$ cat config.mk
export PLATFORM = sky130hd
export DESIGN_NAME = fb_port_arbiter
export DESIGN_NICKNAME = d
export VERILOG_FILES = /design/src/rtl/fb_port_arbiter.sv
export SDC_FILE = /design/constraint.sdc
export NUM_CORES = 1
export LEC_CHECK = 0
export ABC_CLOCK_PERIOD_IN_PS = 9350
export CAP_MARGIN = 10
export CORE_UTILIZATION = 35
export CTS_CLUSTER_DIAMETER = 60
export CTS_CLUSTER_SIZE = 24
export DETAILED_ROUTE_END_ITERATION = 10
export HOLD_SLACK_MARGIN = 0.06
export PLACE_DENSITY_LB_ADDON = 0.2
export SLEW_MARGIN = 10
export SYNTH_ARGS = -nofsm -noshare
export SYNTH_HDL_FRONTEND = slang
export SYNTH_SLANG_ARGS = --single-unit
$ cat constraint.sdc
create_clock -name clk -period 9.35 [get_ports clk]
set_clock_uncertainty 0.15 [all_clocks]
set_input_delay 1.87 -clock clk [delete_from_list [all_inputs] [get_ports clk]]
set_output_delay 1.87 -clock clk [all_outputs]
set_load 0.01 [all_outputs]
$ cat src/rtl/fb_port_arbiter.sv
// Frame-buffer port arbiter: VGA scan-out reads on even active columns, queued camera
// writes drain on every other cycle, with a freeze controller synchronised to camera frames.
module fb_port_arbiter #(
  parameter int IMG_W      = 320,
  parameter int IMG_H      = 240,
  parameter int ADDR_W     = 17,
  parameter int DATA_W     = 16,
  parameter int FIFO_DEPTH = 8
) (
  input  logic              clk,
  input  logic              reset_n,
  input  logic              vga_hs_in,
  input  logic              vga_vs_in,
  input  logic              vga_de,
  input  logic [9:0]        vga_x,
  input  logic [9:0]        vga_y,
  input  logic              cam_valid,
  output logic              cam_ready,
  input  logic [ADDR_W-1:0] cam_addr,
  input  logic [DATA_W-1:0] cam_data,
  input  logic              cam_vs,
  input  logic              freeze_req,
  output logic              frozen,
  output logic              cam_ovf,
  output logic              ram_en,
  output logic              ram_we,
  output logic [ADDR_W-1:0] ram_addr,
  output logic [DATA_W-1:0] ram_wdata,
  input  logic [DATA_W-1:0] ram_rdata,
  output logic              pix_hs,
  output logic              pix_vs,
  output logic              pix_de,
  output logic [DATA_W-1:0] pix_data,
  output logic [1:0]        dbg_state
);

  // Camera handshake: a word transfers on any cycle where cam_valid && cam_ready;
  // cam_valid may be raised or dropped freely, and cam_ready never depends on cam_valid.

  localparam int PTR_W = $clog2(FIFO_DEPTH);
  localparam int unused_fb_words = IMG_W * IMG_H;

  typedef enum logic [1:0] {
    LIVE      = 2'd0,
    FRZ_PEND  = 2'd1,
    FROZEN    = 2'd2,
    LIVE_PEND = 2'd3
  } frz_state_t;

  frz_state_t state;

  logic [ADDR_W-1:0] q_addr [FIFO_DEPTH];
  logic [DATA_W-1:0] q_data [FIFO_DEPTH];
  logic [PTR_W-1:0]  wr_ptr, rd_ptr;
  logic [PTR_W:0]    count;

  logic              rd, push, pop, discard;
  logic [ADDR_W-1:0] x_half, y_half, rd_addr;
  logic [1:0]        hs_d, vs_d, de_d;
  logic              rd_d1;
  logic [DATA_W-1:0] hold;
  logic              unused_bits;

  assign unused_bits = vga_y[0];

  // Row stride of 320 = 256 + 64, so the scan address needs no multiplier.
  assign x_half  = ADDR_W'(vga_x[9:1]);
  assign y_half  = ADDR_W'(vga_y[9:1]);
  assign rd_addr = (y_half << 8) + (y_half << 6) + x_half;

  assign rd        = vga_de && !vga_x[0];
  assign discard   = (state == FROZEN) || (state == LIVE_PEND);
  assign cam_ready = discard || (count < (PTR_W+1)'(FIFO_DEPTH));
  assign push      = cam_valid && cam_ready && !discard;
  assign pop       = !rd && (count != '0);

  always_comb begin
    ram_en    = 1'b0;
    ram_we    = 1'b0;
    ram_addr  = rd_addr;
    ram_wdata = q_data[rd_ptr];
    if (rd) begin
      ram_en = 1'b1;
    end else if (pop) begin
      ram_en   = 1'b1;
      ram_we   = 1'b1;
      ram_addr = q_addr[rd_ptr];
    end
  end

  always_ff @(posedge clk) begin
    if (push) begin
      q_addr[wr_ptr] <= cam_addr;
      q_data[wr_ptr] <= cam_data;
    end
  end

  always_ff @(posedge clk or negedge reset_n) begin
    if (!reset_n) begin
      wr_ptr  <= '0;
      rd_ptr  <= '0;
      count   <= '0;
      cam_ovf <= 1'b0;
    end else begin
      if (push) wr_ptr <= wr_ptr + 1'b1;
      if (pop)  rd_ptr <= rd_ptr + 1'b1;
      case ({push, pop})
        2'b10:   count <= count + 1'b1;
        2'b01:   count <= count - 1'b1;
        default: ;
      endcase
      if (cam_valid && !cam_ready) cam_ovf <= 1'b1;
    end
  end

  // Two-stage sync pipe; the hold register keeps the even-column word for the odd column too.
  always_ff @(posedge clk or negedge reset_n) begin
    if (!reset_n) begin
      hs_d  <= 2'b11;
      vs_d  <= 2'b11;
      de_d  <= 2'b00;
      rd_d1 <= 1'b0;
      hold  <= '0;
    end else begin
      hs_d  <= {hs_d[0], vga_hs_in};
      vs_d  <= {vs_d[0], vga_vs_in};
      de_d  <= {de_d[0], vga_de};
      rd_d1 <= rd;
      if (rd_d1) hold <= ram_rdata;
    end
  end

  assign pix_hs   = hs_d[1];
  assign pix_vs   = vs_d[1];
  assign pix_de   = de_d[1];
  assign pix_data = pix_de ? hold : '0;

  // Mode changes only take effect on a camera frame boundary, so a frame is never torn.
  always_ff @(posedge clk or negedge reset_n) begin
    if (!reset_n) begin
      state  <= LIVE;
      frozen <= 1'b0;
    end else begin
      case (state)
        LIVE: begin
          if (freeze_req) state <= FRZ_PEND;
        end
        FRZ_PEND: begin
          if (!freeze_req) begin
            state <= LIVE;
          end else if (cam_vs) begin
            state  <= FROZEN;
            frozen <= 1'b1;
          end
        end
        FROZEN: begin
          if (!freeze_req) begin
            state  <= LIVE_PEND;
            frozen <= 1'b0;
          end
        end
        LIVE_PEND: begin
          if (freeze_req) begin
            state  <= FROZEN;
            frozen <= 1'b1;
          end else if (cam_vs) begin
            state <= LIVE;
          end
        end
        default: begin
          state  <= LIVE;
          frozen <= 1'b0;
        end
      endcase
    end
  end

  assign dbg_state = state;

endmodule

==> impl_metrics.env, run 1 <==
export IMPL_status="finished clean"
export IMPL_wl_um=25130
export IMPL_cts_hold_buf=0
export IMPL_rsz0062_at_grt="no"
export IMPL_finalSetupViolations=0
export IMPL_drv_slew=0
export IMPL_drt_iter0_drc=274
export IMPL_startpoint_type="input pin"
export IMPL_antenna_found_initial=0
export IMPL_postSynthCellCount=613
export IMPL_place_area_um2=14170
export IMPL_fp_dieH_um=189.2
export IMPL_required_ns=7.33
export IMPL_start_util_pct=35.50
export IMPL_grt_pass1_wl_um=37960
export IMPL_drtAntennaViolNets=0
export IMPL_die_width_um=189.2
export IMPL_peakVddDrop_mv=0.1644
export IMPL_hp_class="reg -> reg"
export IMPL_synth_edf_count=264
export IMPL_yosys_warnings=0
export IMPL_gp_congestion=0.7844
export IMPL_fin_crit_ns=6.965
export IMPL_hold_violations=0
export IMPL_max_slew_margin_pct=32.40
export IMPL_critPathLaunch="vga_y[1]"
export IMPL_wl_per_cell_um=20.36
export IMPL_std_cell_rows=68
export IMPL_drive_above_1_share_pct=20.05
export IMPL_cts_repair_resized=0
export IMPL_synth_seq_area_share_pct=72.24
export IMPL_grt_max_degree=69
export IMPL_tightest_slew_ns=1.014
export IMPL_synth_area_um2=12260
export IMPL_timing_rr_start="count[0]$_DFFE_PN0P_"
export IMPL_final_nets=862
export IMPL_maxCapViolations=0
export IMPL_fin_area_um2=15080
export IMPL_worstHoldStart="vs_d[0]$_DFF_PN1_"
export IMPL_clkSinkCount=301
export IMPL_coreArea_um2=34540
export IMPL_clock_fmax_mhz=143.6
export IMPL_yosys_top_cells_area="edfxtp_1 (65%), mux4_2 (8.4%), dfrtp_1 (6.7%)"
export IMPL_grt_overflow=0
export IMPL_firstDrtPassIters=4
export IMPL_io_pins=136
export IMPL_grt_usage_pct=14.18
export IMPL_clk_pin_slew_ns=0.06
export IMPL_viasPerCell=4.864
export IMPL_cts_tree="yes"
export IMPL_cp_arrival_ns=4.95
export IMPL_synth_top_area_share_pct=64.65
export IMPL_insertion_delay_ns=0.52
export IMPL_worstSetupPathType="in -> out"
export IMPL_clk_path_buf_depth=3
export IMPL_io_buffers=134
export IMPL_numPlacedInstances=1187
export IMPL_cts_setup_buffers=0
export IMPL_area_growth_pct=23.01
export IMPL_hpwl_um=15130
export IMPL_ys_flop_type="edfxtp_1"
export IMPL_drc=0
export IMPL_cts_buffers=26
export IMPL_async_reset_ff_share_pct=12.29
export IMPL_clock_root_buffer="clkbuf_16"
export IMPL_pwr_density_cell_nw_per_um2=271.3
export IMPL_htree_levels=1
export IMPL_cp_end_kind="output port"
export IMPL_vias=6002
export IMPL_crit_fanout=3
export IMPL_syn_num_nets=715
export IMPL_finalCritPeriodShare_pct=74.49
export IMPL_instances_no_fill=1234
export IMPL_fillers=3047
export IMPL_finalSetupTns_ns=0
export IMPL_ys_types=41
export IMPL_avgSynthCellArea_um2=20.00
export IMPL_grt_pass1_vias=6498
export IMPL_die_area_um2=35790
export IMPL_leakagePower_nw=5.097
export IMPL_synth_top_area_cell="edfxtp_1"
export IMPL_ys_seq_elements=301
## routing by layer
metal,track usage (%),share of wire (%),vias to the layer above
met5,0,0,-
met4,3.784,2.2,0
met3,2.595,4.7,32
met2,25.04,50,150
met1,17.84,43,3061
li1,-,-,2759
## flip-flops by register name (all words and copies together) (netlist names), named ones only
signal	flops
dbg_state	1
hs_d	2
wr_ptr	3
q_addr	136
hold	16
rd_ptr	3
frozen	1
q_data	128
cam_ovf	1
de_d	2
rd_d1	1
count	4
vs_d	2
## final timing paths
check	cells after the start	endpoint	slack, ns
worst max-delay path	10	ram_addr[15]	2.38
worst min-delay path	0	vs_d[1]$_DFF_PN1_	0.20
worst max register to register	10	count[3]$_DFFE_PN0P_	6.06
worst min register to register	0	vs_d[1]$_DFF_PN1_	0.20
max in group asynchronous	1	rd_ptr[0]$_DFFE_PN0P_	7.12
min in group asynchronous	1	hold[10]$_DFFE_PN0P_	1.30
## cell families (layout without fill, tap and decap cells)
logic type / after synthesis / in the layout / synth area share, %
DFF: 301 / 301 / 72.24
muxes: 118 / 118 / 17.37
and+or+nand+nor: 73 / 73 / 2.980
AOI/OAI and AO/OA: 43 / 43 / 2.020
buffers and inverters: 39 / 204 / 1.653
adders and majority gates: 25 / 25 / 2.735
xor gates and xnor gates: 14 / 14 / 1.000
other: 0 / 1 / 0
## cells in the final DEF (no fill, tap or decap), types with 3 or more instances in the layout
cell,Yosys,layout
a21o_1,3,3
a21oi_1,20,20
and2_1,16,16
buf_4,1,11
bufinv_16,0,4
clkbuf_16,0,27
clkdlybuf4s50_1,0,133
clkinv_1,0,3
dfrtp_1,33,30
dfstp_2,4,4
edfxtp_1,264,264
fa_1,3,3
ha_1,22,22
inv_1,13,13
inv_6,0,7
mux2_2,38,38
mux2i_1,14,14
mux4_1,20,20
mux4_2,46,46
nand2_1,12,12
nand2b_1,10,10
nor2_1,23,16
nor2_4,0,7
o21ai_0,6,6
o21ai_1,4,4
xnor2_1,6,6
xor2_1,8,8
## where the power goes
part / internal (mW) / switching (mW) / leakage [nW]
clock network: 0.650 / 0.494 / 0.448
logic: 0.696 / 0.519 / 1.84
registers: 1.58 / 0.150 / 2.81
total: 2.93 / 1.16 / 5.10
## through the flow
step	setup WS [ns]	total power, mW	hold slack [ns]	util [%]
after floorplan	3.603	2.495	0.1812	-
after global placement	2.413	2.977	0.1855	41.01
after detailed placement	2.387	3.014	0.1989	41.01
after CTS	2.378	4.163	0.2045	43.66
after global routing	2.194	4.298	0.2102	43.66
final	2.385	4.093	0.2026	43.66
## critical path, cell delays in order
cell	delay, ns
clkdlybuf4s50_1	0.48
inv_1	0.06
fa_1	0.51
fa_1	0.47
nand2b_1	0.19
a21oi_1	0.29
o22ai_1	0.15
xor2_1	0.16
o21ai_1	0.18
clkdlybuf4s50_1	0.57
## layout make-up
cell class                      instances  area [um^2]  area share, %
Tap cell                              455        569.3          3.774
Timing Repair Buffer                  145         1419          9.407
Multi-Input combinational cell        273         3263          21.63
Inverter                               13        48.80         0.3235
Clock buffer                           28        679.4          4.504
Sequential cell                       301         8867          58.79
Clock inverter                         18        234.0          1.551
Antenna cell                            1        2.502        0.01659
## synth_stat cells (3+ instances only)
cell type,instances
xnor2_1,6
mux4_2,46
dfstp_2,4
dfrtp_1,33
mux2i_1,14
mux2_2,38
o21ai_1,4
and2_1,16
edfxtp_1,264
xor2_1,8
buf_1,7
a21o_1,3
nor3_1,3
fa_1,3
clkbuf_1,9
ha_1,22
buf_6,5
nand2_1,12
nand2b_1,10
o21ai_0,6
mux4_1,20
a21oi_1,20
nor2_1,23
inv_1,13
(Power assumes the default switching activity.)
==> inputs of run 2 (changes only) <==
ABC_CLOCK_PERIOD_IN_PS = 7200   (was 9350)
clock period = 7.2 ns   (was 9.35 ns; I/O delays follow)
==> run 2 against run 1 <==
First-iteration DRC count up 7.7%. Core utilization increased by 0.051 points. Global-route usage grew 0.14 points. Critical endpoint is now ram_addr[14].
==> impl_metrics.env, run 2 (synthesis results as in run 1) <==
export IMPL_area_growth_pct=23.15
export IMPL_crit_path_max_incr_delay_ns=0.57
export IMPL_numPlacedInstances=1188
export IMPL_min_to="hs_d[1]$_DFF_PN1_"
export IMPL_die_area_um2=35790
export IMPL_vias=6055
export IMPL_tightest_slew_ns=1.017
export IMPL_drv_slew=0
export IMPL_cts_setup_buffers=0
export IMPL_worstSetupPathType="in -> out"
export IMPL_pwr_share_seq_pct=43.6
export IMPL_reg_top3="q_addr x136, q_data x128, hold x16"
export IMPL_fin_crit_ns=6.107
export IMPL_grt_pass1_wl_um=38900
export IMPL_maxCapViolations=0
export IMPL_grt_max_degree=69
export IMPL_switching_share_pct=29.18
export IMPL_drive_above_1_share_pct=20.64
export IMPL_start_util_pct=35.50
export IMPL_required_ns=5.61
export IMPL_hold_ws_ns=0.2059
export IMPL_top_register="q_addr"
export IMPL_cts_hold_buf=0
export IMPL_htree_levels=1
export IMPL_clk_path_buf_depth=3
export IMPL_finalCritPeriodShare_pct=84.81
export IMPL_antenna_found_initial=0
export IMPL_hp_class="reg -> reg"
export IMPL_hold_path_depth=0
export IMPL_clock_root_buffer="clkbuf_16"
export IMPL_grt_overflow=0
export IMPL_cpMaxStageDelayCell="clkdlybuf4s50_1"
export IMPL_cts_buffers=26
export IMPL_finalSetupTns_ns=0
export IMPL_drtAntennaViolNets=0
export IMPL_finalSetupViolations=0
export IMPL_peakVddDrop_mv=0.1854
export IMPL_p_total_mw=5.302
export IMPL_cts_tree="yes"
export IMPL_max_slew_margin_pct=32.19
export IMPL_drt_iter0_drc=295
export IMPL_power_switching_mw=1.547
export IMPL_hold_violations=0
export IMPL_wl_um=25050
export IMPL_final_nets=863
export IMPL_timing_rr_start="count[0]$_DFFE_PN0P_"
export IMPL_worst_slack_ns=1.093
export IMPL_startpoint_type="input pin"
export IMPL_io_buffers=134
export IMPL_grt_pass1_vias=6572
export IMPL_r2r_slack_ns=4.08
export IMPL_final_cell_mix="edfxtp_1 (264), clkdlybuf4s50_1 (133), mux4_2 (46), mux2_2 (38), dfrtp_1 (30)"
export IMPL_pre_cts_ws_ns=1.071
export IMPL_largest_reg_flops=136
export IMPL_cp_arrival_ns=4.52
export IMPL_clk_pin_slew_ns=0.07
export IMPL_status="finished clean"
export IMPL_instances_no_fill=1235
export IMPL_worstHoldStart="hs_d[0]$_DFF_PN1_"
export IMPL_std_cell_rows=68
export IMPL_firstDrtPassIters=4
export IMPL_clkSinkCount=301
export IMPL_layout_commonest_cell="edfxtp_1"
export IMPL_p_clk_share_pct=27.6
export IMPL_gp_congestion=0.7859
export IMPL_die_width_um=189.2
export IMPL_pwr_density_cell_nw_per_um2=351.1
export IMPL_viasPerCell=4.903
export IMPL_coreArea_um2=34540
export IMPL_p_comb_share_pct=28.9
export IMPL_worstRegToRegCells=10
export IMPL_insertion_delay_ns=0.52
export IMPL_n_antenna_cell=0
export IMPL_cts_repair_resized=0
export IMPL_grt_usage_pct=14.32
export IMPL_clock_fmax_mhz=163.8
export IMPL_fillers=3054
export IMPL_cp_end_kind="output port"
export IMPL_crit_fanout=3
export IMPL_hpwl_um=14820
export IMPL_wl_per_cell_um=20.28
export IMPL_leakagePower_nw=5.096
export IMPL_drc=0
export IMPL_io_pins=136
export IMPL_rsz0062_at_grt="no"
export IMPL_internal_power_mw=3.755
export IMPL_reg2reg_to="count[3]$_DFFE_PN0P_"
export IMPL_fp_dieH_um=189.2
export IMPL_crit_chain="clkdlybuf4s50_1 > inv_1 > fa_1 > inv_1 > ha_1 > a211oi_1 > o21ai_0 > a41oi_1 > xor2_1 > o21ai_1 > clkdlybuf4s50_1"
[run 2: cell count changes in the layout (fill, tap and decap cells not counted), sizes merged]
cell      previous run  this run
buf                 12        13
bufinv               4         2
clkbuf              28        27
clkinv               6         7
clkinvlp             0         3
diode                1         0
[run 2: per-stage QoR]
step / util, % / cell area [um^2]
after global placement: 41.04 / 14170
after CTS: 43.72 / 15100
after detailed placement: 41.04 / 14170
final: 43.72 / 15100
after floorplan: - / 12260
after global routing: 43.72 / 15100
[run 2: power groups by stage]
stage	combinational [mW]	clock [mW]	sequential, mW
finish	1.53	1.46	2.31
global route	1.67	1.57	2.35
CTS	1.57	1.51	2.32
detailed placement	1.56	0	2.36
global placement	1.53	0	2.34
floorplan	1.09	0	2.15
[run 2: per-layer routing]
| layer | routed length, um | global-route usage, % | vias to the layer above |
|---|---|---|---|
| met5 | 0 | 0 | - |
| met4 | 369 | 3.009 | 0 |
| met3 | 1320 | 2.892 | 31 |
| met2 | 12290 | 24.60 | 143 |
| met1 | 11060 | 18.78 | 3114 |
| li1 | - | - | 2767 |
[run 2: how the worst max path moves through the flow]
| stage | startpoint | endpoint | slack [ns] | cells after the start |
|---|---|---|---|---|
| after global placement | vga_x[9] | ram_addr[14] | 1.14 | 11 |
| after CTS | vga_y[1] | ram_addr[14] | 1.05 | 11 |
| after detailed placement | vga_y[1] | ram_addr[14] | 1.07 | 11 |
| after global routing | vga_y[1] | ram_addr[14] | 0.82 | 11 |
| final | vga_y[1] | ram_addr[14] | 1.09 | 11 |
| after floorplan | cam_valid | q_addr[1][0]$_DFFE_PP_ | 2.21 | 4 |
[run 2: critical path: cells and delay by family]
family	cells	cell delay (ns)
compound gates	4	0.92
xor+xnor	1	0.10
fa+ha+maj	2	0.87
buf+inv	4	1.18
[run 2: layout make-up]
type / count / area (um^2) / area share (%)
inverter: 13 / 48.80 / 0.3231
multi-input combinational: 273 / 3263 / 21.61
sequential: 301 / 8867 / 58.72
clock inverter: 20 / 250.2 / 1.657
timing repair buffer: 146 / 1426 / 9.446
tap: 455 / 569.3 / 3.770
clock buffer: 27 / 675.6 / 4.474
